**config.mk**
```make
export PLATFORM = sky130hd
export DESIGN_NAME = serial_frame_deserializer
export DESIGN_NICKNAME = d
export VERILOG_FILES = /design/src/rtl/serial_frame_deserializer.sv
export SDC_FILE = /design/constraint.sdc
export NUM_CORES = 1
export LEC_CHECK = 0
export ABC_AREA = 1
export CORE_ASPECT_RATIO = 1.25
export CORE_MARGIN = 1.5
export CORE_UTILIZATION = 30
export CTS_CLUSTER_DIAMETER = 200
export DETAILED_ROUTE_END_ITERATION = 6
export RECOVER_POWER = 50
export SYNTH_ARGS = -nofsm -noshare
export SYNTH_HDL_FRONTEND = slang
export SYNTH_SLANG_ARGS = --single-unit
```
**constraint.sdc**
```tcl
create_clock -name clk -period 1.31 [get_ports clk]
set_input_delay 0.1965 -clock clk [delete_from_list [all_inputs] [get_ports clk]]
set_output_delay 0.1965 -clock clk [all_outputs]
set_load 0.02 [all_outputs]
```
**src/rtl/serial_frame_deserializer.sv**
```systemverilog
// Assembles start/LSB-first data/stop serial frames into WIDTH-bit words held in a one-entry valid/ready register.
// Latency: 1 clk from stop-bit sample to out_valid; a full, non-draining output register drops the new word and pulses overrun.
module serial_frame_deserializer #(
    parameter int WIDTH = 8
) (
    input  logic             clk,
    input  logic             reset,
    input  logic             din,
    input  logic             din_en,
    output logic [WIDTH-1:0] data_out,
    output logic             out_valid,
    input  logic             out_ready,
    output logic             frame_err,
    output logic             overrun
);
    localparam int CW = (WIDTH > 1) ? $clog2(WIDTH) : 1;

    typedef enum logic [1:0] {
        ST_IDLE  = 2'd0,
        ST_SHIFT = 2'd1,
        ST_STOP  = 2'd2
    } state_t;

    state_t            state_q;
    logic [CW-1:0]     cnt_q;
    logic [WIDTH-1:0]  shift_q;
    logic [WIDTH-1:0]  data_q;
    logic              valid_q;
    logic              ferr_q;
    logic              ovr_q;

    logic good_stop_d;
    logic load_d;

    // A good stop bit loads the output register when it is empty or draining on this edge.
    always_comb begin
        good_stop_d = (state_q == ST_STOP) && din_en && !din;
        load_d      = good_stop_d && (!valid_q || out_ready);
    end

    always_ff @(posedge clk or negedge reset) begin
        if (!reset) begin
            state_q <= ST_IDLE;
            cnt_q   <= '0;
            shift_q <= '0;
            data_q  <= '0;
            valid_q <= 1'b0;
            ferr_q  <= 1'b0;
            ovr_q   <= 1'b0;
        end else begin
            ferr_q <= 1'b0;
            ovr_q  <= 1'b0;
            if (din_en) begin
                case (state_q)
                    ST_IDLE: begin
                        if (din) begin
                            state_q <= ST_SHIFT;
                            cnt_q   <= '0;
                        end
                    end
                    ST_SHIFT: begin
                        shift_q <= {din, shift_q[WIDTH-1:1]};
                        cnt_q   <= cnt_q + 1'b1;
                        if (cnt_q == CW'(WIDTH - 1)) begin
                            state_q <= ST_STOP;
                        end
                    end
                    ST_STOP: begin
                        state_q <= ST_IDLE;
                        if (din) begin
                            ferr_q <= 1'b1;
                        end else if (!load_d) begin
                            ovr_q <= 1'b1;
                        end
                    end
                    default: state_q <= ST_IDLE;
                endcase
            end
            if (load_d) begin
                data_q  <= shift_q;
                valid_q <= 1'b1;
            end else if (valid_q && out_ready) begin
                valid_q <= 1'b0;
            end
        end
    end

    assign data_out  = data_q;
    assign out_valid = valid_q;
    assign frame_err = ferr_q;
    assign overrun   = ovr_q;
endmodule

```
==> results.py <==
metrics = {
    "cts": {
        "max-clock-path-buffers": 2,
        "root_buffer": "clkbuf_8",
        "cts_htree_levels": 1,
        "cts_buffers": 3,
        "cts_sinks": 24,
        "holdBufCountCts": 0,
        "cts_tree": "done",
        "path_clk_slew_ps": 90,
        "clkLatencyLatePin_ps": 270,
    },
    "synthesis": {
        "synthCells": 103,
        "yosysUniqueCellTypes": 18,
        "synth-simple-area-share_pct": 20.1,
        "netlist.area_leader.share_pct": 56.4,
        "synth.largest_area_cell": "dfrtp_1",
        "synth.mux.area_fraction_pct": 0,
        "synth_nets": 110,
        "synth_top_family_by_area": "simple AND/OR/NAND/NOR gates",
        "postSynthAreaPerCell_um2": 10.3,
        "synthTopCellsByArea": "dfrtp_1 56%, o21ai_2 14%, nand2_1 9.9%",
        "synthXorXnorAreaFrac_pct": 0,
        "synth_compound_area_share_pct": 14.0,
        "synth-adder-area-share_pct": 2.35,
        "synth_area_mm2": 0.00106,
        "ys_warn_count": 0,
        "synth-seq-cells": 24,
        "ys_seq_area_share_pct": 56.4,
    },
    "setup_path": {
        "reg2reg_depth": 6,
        "cp-startpoint": "cnt_q[0]",
        "arrival_ps": 1390,
        "worst_setup_path_start_kind": "register",
        "timing.rr.start": "cnt_q[0]",
        "worstSetupPathType": "register to register",
        "critPathMaxFanout": 3,
        "required_ps": 1520,
        "crit_path_end_kind": "register",
    },
    "routing": {
        "drtIter0Drc": 43,
        "post_drt_wl_per_cell_um": 10.6,
        "wl_met3_um": 69,
        "wl_met2_um": 885,
        "maxUsedRoutingLayer": "met4",
        "drt-pass1-iter-count": 4,
        "drt-met1-wl_um": 751,
        "drcViolationCount": 0,
        "num_vias": 739,
        "drt-total-wl_mm": 1.75,
        "vias_per_cell": 4.48,
        "ant_nets": 0,
    },
    "final_layout": {
        "nNetsFinal": 134,
        "final_layout_size_suffix_gt1_share_pct": 26.2,
        "n_antenna_cell": 0,
        "area_delta_synth_final_pct": 25.7,
        "fill_cells": 343,
        "finalNonFillerCells": 165,
        "layout.area.seq_um2": 601,
        "multi_input_area_um2": 385,
    },
    "power": {
        "power_frac_comb_pct": 27.2,
        "pwr_density_cell_mw_per_mm2": 1670,
        "p_clk_share_pct": 28.8,
        "switching_share_pct": 31.5,
        "p_switching_uw": 703,
        "leakage_nw": 0.699,
        "peakVddDrop_mv": 0.823,
        "p_int_mw": 1.53,
        "pwr-share-seq_pct": 44.0,
    },
    "floorplan": {
        "initial_core_util_pct": 30.8,
        "die_w_um": 56.3,
        "die_y_um": 69.6,
        "row_count": 24,
        "dieArea_mm2": 0.00392,
        "io_pins": 16,
        "core_region_area_mm2": 0.00345,
    },
    "timing": {
        "tightestPinTransition_ps": 593,
        "fin_crit_sh_pct": 90.5,
        "fmax_mhz": 844,
        "slew_headroom_pct": 60.4,
        "min_period_ps": 1190,
        "finalSetupTns_ps": 0,
        "final-setup-viol-count": 0,
        "clock_skew_ps": 4.65,
        "slew_violations": 0,
        "hold_violations": 0,
        "rsz0062_at_grt": "no",
    },
    "global_routing": {
        "grt_max_degree": 25,
        "grt_pass1_vias": 703,
        "grt_overflow": 0,
        "antenna_found_initial": 0,
        "grt_usage_pct": 10.2,
        "grt_pass1_wl_mm": 3.12,
    },
    "placed_design": {
        "port_buffers": 15,
        "place_congestion": 0.733,
        "place_hpwl_mm": 1.30,
        "placedCellCount": 161,
    },
    "status": {
        "status": "finished, final reports clean",
    },
    "flow_run": {
        "maxCapViolCount": 0,
    },
    "hold_path": {
        "min_path_type": "primary input to async pin",
    },
}
-- metrics by stage --
| step | cell area, um2 | utilization [%] | power [mW] | setup slack (ps) | hold WS (ps) |
|---|---|---|---|---|---|
| 2_1_floorplan | 1060 | - | 1.47 | 159 | -99.1 |
| 3_5_place_dp | 1290 | 37.2 | 1.63 | -130 | 468 |
| 3_3_place_gp | 1290 | 37.2 | 1.60 | -95.6 | 461 |
| 5_1_grt | 1340 | 38.8 | 2.37 | 28.8 | 506 |
| 4_1_cts | 1340 | 38.9 | 2.27 | 107 | 298 |
| 6_report | 1340 | 38.8 | 2.23 | 125 | 455 |
-- placed cells by master, fill, tap and decap left out, drive strengths merged --
master         synthesis  final
ha                     2      2
bufinv                 0      1
o21ai                 17     17
nand2                 31     31
dlygate4sd2            0     11
nand4                  1      1
dlygate4sd3            0      1
clkinv                 1      1
buf                    2      4
nand3                  5      5
nand3b                 1      1
nor4                   1      1
clkbuf                 0      5
inv                   13     13
dfrtp                 24     24
nor3                   1      1
nor2                   4      4
clkdlybuf4s50          0      3
-- power by group through the flow --
stage	registers (mW)	clock network, mW	logic, mW
6_report	0.982	0.642	0.607
5_1_grt	1.00	0.677	0.692
4_1_cts	0.985	0.658	0.627
3_5_place_dp	1.00	0	0.632
3_3_place_gp	0.993	0	0.608
2_1_floorplan	1.01	0	0.456
-- critical path, stage by stage (launching register included) --
cell and delay [ps]:
dfrtp_1 420, ha_1 210, ha_1 180, nand3b_1 150
nand3_1 70, nand2_1 50, nand2_1 50
-- kinds of logic (layout without fill, tap and decap cells) --
kind of cell,after synthesis,in the layout
and+or+nand+nor,44,44
DFF,24,24
AOI/OAI and AO/OA,17,17
buffers and inverters,16,39
adders and majority gates,2,2
-- final timing paths --
check                         endpoint  slack [ps]
hold reg to reg            data_out[7]         480
hold / removal             data_out[2]         460
min in group clk           data_out[7]         480
max in group asynchronous     cnt_q[2]         460
setup / recovery            state_q[0]         120
setup reg to reg            state_q[0]         120
-- routing by layer --
metal | vias up | GRT usage [%]
li1 | 372 | -
met1 | 351 | 12.4
met2 | 12 | 15.9
met3 | 4 | 3.17
met4 | 0 | 5.56
met5 | - | 0
-- layout make-up --
| class | count | area share [%] |
|---|---|---|
| Timing Repair Buffer | 21 | 13.4 |
| Sequential cell | 24 | 44.9 |
| Tap cell | 39 | 3.64 |
| Multi-Input combinational cell | 63 | 28.8 |
| Inverter | 14 | 4.02 |
| Clock buffer | 3 | 3.08 |
| Clock inverter | 1 | 2.24 |
-- synth_stat cells, drive strengths merged --
cell / n
nand3b: 1
inv: 13
nand3: 5
dfrtp: 24
clkinv: 1
nor3: 1
buf: 2
nand2: 31
nand4: 1
ha: 2
o21ai: 17
nor4: 1
nor2: 4
-- repair_timing --
action / 4_1_cts / 5_1_grt
setup endpoints to repair: 11 / 0
setup buffers: 0 / 0
resized for setup: 11 / 0
endpoints found under the hold margin: 0 / 0
-- flip-flops by register name, indices dropped and copies added, names as in the netlist --
signal	count
frame_err	1
shift_q	8
cnt_q	3
data_out	8
overrun	1
out_valid	1
state_q	2
Power figures use the tool's default switching activity.
